## src/rtl/pipe_hazard_ctrl.sv

```systemverilog
// Sequencing controller for the five-stage pipe: stage-register enables, flushes
// and bubbles, load-use/branch resolution, debug halt/drain/step and stall counting.
module pipe_hazard_ctrl #(
  parameter int DRAIN_CYCLES = 3,
  parameter int CNT_W        = 16
) (
  input  logic             clk,
  input  logic             reset,
  input  logic [4:0]       id_rs1,
  input  logic [4:0]       id_rs2,
  input  logic             id_uses_rs2,
  input  logic [4:0]       ex_wreg,
  input  logic             ex_memread,
  input  logic             ex_branch_taken,
  input  logic             mem_busy,
  input  logic             halt_req,
  input  logic             resume_req,
  input  logic             step_req,
  input  logic             cnt_clr,
  output logic             pc_we,
  output logic             ifid_we,
  output logic             ifid_flush,
  output logic             idex_we,
  output logic             idex_bubble,
  output logic             exmem_we,
  output logic             halted,
  output logic [CNT_W-1:0] stall_cnt
);

  typedef enum logic [1:0] {RUN, DRAIN, HALT, STEP} state_t;

  localparam logic [3:0] DRAIN_INIT = 4'(DRAIN_CYCLES);

  state_t     state, state_nxt;
  logic [3:0] drain_cnt, drain_nxt;
  logic       hazard;
  logic       stall_inc;

  assign hazard = ex_memread && (ex_wreg != 5'd0) &&
                  ((ex_wreg == id_rs1) || (id_uses_rs2 && (ex_wreg == id_rs2)));

  // Stage-register controls; everything reads as 0 while reset is held low.
  always_comb begin
    pc_we       = 1'b0;
    ifid_we     = 1'b0;
    ifid_flush  = 1'b0;
    idex_we     = 1'b0;
    idex_bubble = 1'b0;
    exmem_we    = 1'b0;
    halted      = 1'b0;
    if (reset) begin
      unique case (state)
        RUN, STEP: begin
          if (mem_busy) begin
            pc_we = 1'b0;
          end else if (ex_branch_taken) begin
            pc_we       = 1'b1;
            ifid_we     = 1'b1;
            ifid_flush  = 1'b1;
            idex_we     = 1'b1;
            idex_bubble = 1'b1;
            exmem_we    = 1'b1;
          end else if (hazard) begin
            idex_we     = 1'b1;
            idex_bubble = 1'b1;
            exmem_we    = 1'b1;
          end else begin
            pc_we    = 1'b1;
            ifid_we  = 1'b1;
            idex_we  = 1'b1;
            exmem_we = 1'b1;
          end
        end
        DRAIN: begin
          // Fetch is suppressed, so NOPs follow the in-flight instructions out.
          if (!mem_busy) begin
            ifid_we    = 1'b1;
            ifid_flush = 1'b1;
            idex_we    = 1'b1;
            exmem_we   = 1'b1;
          end
        end
        HALT: halted = 1'b1;
        default: halted = 1'b0;
      endcase
    end
  end

  always_comb begin
    state_nxt = state;
    drain_nxt = drain_cnt;
    unique case (state)
      RUN: begin
        if (halt_req) begin
          state_nxt = DRAIN;
          drain_nxt = DRAIN_INIT;
        end
      end
      DRAIN: begin
        if (!mem_busy) begin
          if (drain_cnt <= 4'd1) begin
            state_nxt = HALT;
            drain_nxt = 4'd0;
          end else begin
            drain_nxt = drain_cnt - 4'd1;
          end
        end
      end
      HALT: begin
        if (resume_req)    state_nxt = RUN;
        else if (step_req) state_nxt = STEP;
      end
      STEP: begin
        if (!mem_busy) state_nxt = HALT;
      end
      default: state_nxt = RUN;
    endcase
  end

  always_ff @(posedge clk or negedge reset) begin
    if (!reset) begin
      state     <= RUN;
      drain_cnt <= 4'd0;
    end else begin
      state     <= state_nxt;
      drain_cnt <= drain_nxt;
    end
  end

  assign stall_inc = ((state == RUN) || (state == STEP)) && !pc_we;

  always_ff @(posedge clk or negedge reset) begin
    if (!reset) begin
      stall_cnt <= '0;
    end else if (cnt_clr) begin
      stall_cnt <= '0;
    end else if (stall_inc && (stall_cnt != {CNT_W{1'b1}})) begin
      stall_cnt <= stall_cnt + {{(CNT_W-1){1'b0}}, 1'b1};
    end
  end

endmodule

```

## config.mk

```make
export PLATFORM = sky130hd
export DESIGN_NAME = pipe_hazard_ctrl
export DESIGN_NICKNAME = d
export VERILOG_FILES = /design/src/rtl/pipe_hazard_ctrl.sv
export SDC_FILE = /design/constraint.sdc
export NUM_CORES = 1
export LEC_CHECK = 0
export ABC_AREA = 1
export CAP_MARGIN = 20
export CORE_MARGIN = 2
export CORE_UTILIZATION = 49
export DETAILED_ROUTE_END_ITERATION = 8
export MAX_ROUTING_LAYER = met4
export PLACE_DENSITY = 0.8
export SYNTH_ARGS = -nofsm -noshare
export SYNTH_HDL_FRONTEND = slang
export SYNTH_SLANG_ARGS = --single-unit
```

## constraint.sdc

```tcl
create_clock -name clk -period 2.35 [get_ports clk]
set_input_delay 0.705 -clock clk [delete_from_list [all_inputs] [get_ports clk]]
set_output_delay 0.705 -clock clk [all_outputs]
set_load 0.03 [all_outputs]
```

==> metrics.txt, run 1 <==
outcome=completed; R2R Setup Slk=~560 ps; Pint=between 1 and 1.5 mW; syn nets=between 300 and 400; Post-Syn Instances=275; syn_area_per_cell=slightly below 7 um2; clk sink count=22; starting DRC count in detailed routing=76; crit-path cells=dlygate4sd2_1 -> or2_4 -> a21oi_1 -> buf_4; endpoint type of the worst setup path=output pin; RSZ-0062 raised after global routing=true; final setup TNS=0 ps; count of pins over their slew limit=0; Worst Path Required=between 1500 and 2000 ps; CTS Buffer Depth=2; post-layout net count=around 370; RR Endpoint=stall_cnt[14]$_DFFE_PN0P_; Fillers=around 330; Startpoint Class=primary input; Die Y=between 60 and 70 um; WL per Instance=11.8 um; Period minus WS final=~2300 ps; Post-synth EDFFs=0; Post-DRT Antenna Nets=0; Row Count=22; max_cap viols=0; fin area=2570 um2; post-synth top area share=between 20% and 30%; crit path max-delay cell type=dlygate4sd2_1; P&R area growth vs syn=36.9%; H-tree levels=1; power per cell area=between 700 and 800 nW/um2; routability cong.=approximately 0.84; Clock Tree Root=clkbuf_8; Die X=66.0 um; first drt pass iteration count=4; vias in the first global route=between 1,500 and 2,000; #FFs+latches synth=22; largest net degree at the start of global routing=17; DP Area=around 2400 um2; Crit Path Category=in -> out; CP Buf/Inv Count=2; Slew @ Worst Pin=between 400 and 500 ps; Logic pwr share=between 50% and 60%; most frequent cells in the layout=nand2_1, nor2_1, inv_1, nand2_2, nand3_1; Peak supply drop=~0.00052 V; clk_lat worst skew=270 ps; final setup violating endpoints=0; GR Util All Layers=a little under a quarter; fin util=a little over two thirds; num ports=48; commonest non-fill, non-tap cell in the layout=nand2_1; switching power=about 0.86 mW; crit path DAT=1630 ps; Hold Buf Count CTS=0; post-synthesis cell area=roughly 1900 um2; Hold Slack=531 ps; sequential power share=26.4%; TritonCTS clock tree=yes; DR vias=1,877; crit path to=ifid_flush; min-delay worst type=reg -> reg; Crit path max-delay family=buffers and inverters; total grt overflow=0; cell taking the most area after synthesis=dfrtp_1; static leakage=roughly 1.2 nW; critical path startpoint=mem_busy; FF-to-FF path depth=10; final period utilization=99.2%; async set-reset flop share out of synthesis=between 90% and 100%; post-detailed-routing wire length=around 4500 um; Net Sw Frac=a little over two fifths; layout cells sized above 1=between 20% and 30%; Buffers on Ports=47; Clock Skews=about 1.2 ps; Synth cell types=32; total design power=2.01 mW; first-pass GRT wire length=7490 um; Clk network pwr share=approximately 18%; Synthesis Warnings=0; Max Clk Rate=around 0.43 GHz; die area=around 4300 um2; main area contributors after synthesis=dfrtp_1, nand2_1, nor2_1, nand2_2, nand3_1; vias per std cell=between 4 and 5; Ant. Diodes=0; R2R Path Start=stall_cnt[0]$_DFFE_PN0P_; initial antenna violation count=0; Max-slew headroom=a little over two thirds; max incr delay on CP=a little over 300 ps; Placeable Area=between 3000 and 4000 um2; CTS Buf Count=3; main flop type after synthesis=dfrtp_1; starting density of the core=51.0%; hpwl dp=3320 um; final hold vios=0; maximum fanout along the worst path=5; sequential share of the synthesized area=between 20% and 30%; detailed-route DRC error count=0; Clock Pin Slew Worst Setup and Hold Paths=80 ps; Crit path depth=4
==> worst reg2reg max path: cells and delay by family, from the launching register on <==
family | cells | cell delay [ps]
AND/OR/NAND/NOR | 9 | 1060
flip-flops | 1 | 420
adder cells (fa/ha/maj) | 1 | 190
==> final cells by class <==
| cell class | count | area [um2] | area share, % |
|---|---|---|---|
| clock buffer | 3 | 41.3 | 1.60 |
| clock inverter | 1 | 30.0 | 1.17 |
| inverter | 40 | 159 | 6.17 |
| multi-input combinational | 206 | 1180 | 46.0 |
| sequential | 22 | 552 | 21.4 |
| tap | 48 | 60.1 | 2.33 |
| timing repair buffer | 61 | 549 | 21.3 |
==> what timing repair did <==
item | in CTS | in global routing
setup buffers | 3 | 0
pin swaps | 22 | 24
gates resized for setup | 69 | 39
endpoints found under the setup margin | 7 | 4
==> worst min-delay path by stage <==
stage / start / to / cells after the start
6_report: drain_cnt[1]$_DFFE_PN0P_ / drain_cnt[1]$_DFFE_PN0P_ / 2
3_5_place_dp: drain_cnt[1]$_DFFE_PN0P_ / drain_cnt[1]$_DFFE_PN0P_ / 2
5_1_grt: drain_cnt[1]$_DFFE_PN0P_ / drain_cnt[1]$_DFFE_PN0P_ / 2
2_1_floorplan: reset / drain_cnt[0]$_DFFE_PN0P_ / 0
4_1_cts: drain_cnt[1]$_DFFE_PN0P_ / drain_cnt[1]$_DFFE_PN0P_ / 2
3_3_place_gp: drain_cnt[3]$_DFFE_PN0P_ / drain_cnt[3]$_DFFE_PN0P_ / 2
==> sequential cells by signal (all words and copies together), names as in the netlist <==
| register | flops |
|---|---|
| drain_cnt | 4 |
| state | 2 |
| stall_cnt | 16 |
==> per-layer routing <==
| metal | global-route usage, % | share of wire, % | up-vias |
|---|---|---|---|
| met5 | - | 0 | - |
| met4 | 5.87 | 0.87 | 0 |
| met3 | 4.09 | 5.0 | 5 |
| met2 | 38.0 | 51 | 56 |
| met1 | 28.0 | 43 | 831 |
| li1 | - | - | 985 |
==> power groups by stage <==
stage                     registers (mW)  clock network [mW]  logic [mW]
final                              0.530               0.359        1.12
after global routing               0.540               0.380        1.22
after CTS                          0.518               0.365        1.04
after detailed placement           0.529                   0        1.00
after global placement             0.525                   0       0.988
after floorplan                    0.552                   0       0.675
==> Yosys cell counts (5+ instances only) <==
cell,number
nor2_1,39
xor2_1,6
xnor2_1,6
dfrtp_1,22
ha_1,7
inv_1,33
o21ai_0,11
nand3_1,25
inv_2,5
nand2_2,21
nand2_1,57
nor3_1,8
==> kinds of logic (layout without fill, tap and decap cells) <==
logic type	Yosys count	after routing	synth area share, %
AND/OR/NAND/NOR	168	168	43.0
buffers and inverters	47	105	11.8
flip-flops	22	22	29.3
AO/OA/AOI/OAI	19	19	5.66
XOR/XNOR	12	12	5.59
adder cells (fa/ha/maj)	7	7	4.66
==> through the flow <==
stage | setup WS [ps] | instances
2_1_floorplan | -12.9 | 275
3_3_place_gp | -404 | 374
3_5_place_dp | -425 | 374
4_1_cts | -28.8 | 381
5_1_grt | -43.3 | 381
6_report | 19.6 | 381
Power figures use the tool's default switching activity.
==> run 2, diff against run 1 <==
Settings changed: GPL_TIMING_DRIVEN from default to 1.
==> results of run 2 <==
The final DEF is identical to that of run 1; final timing and power are the same.
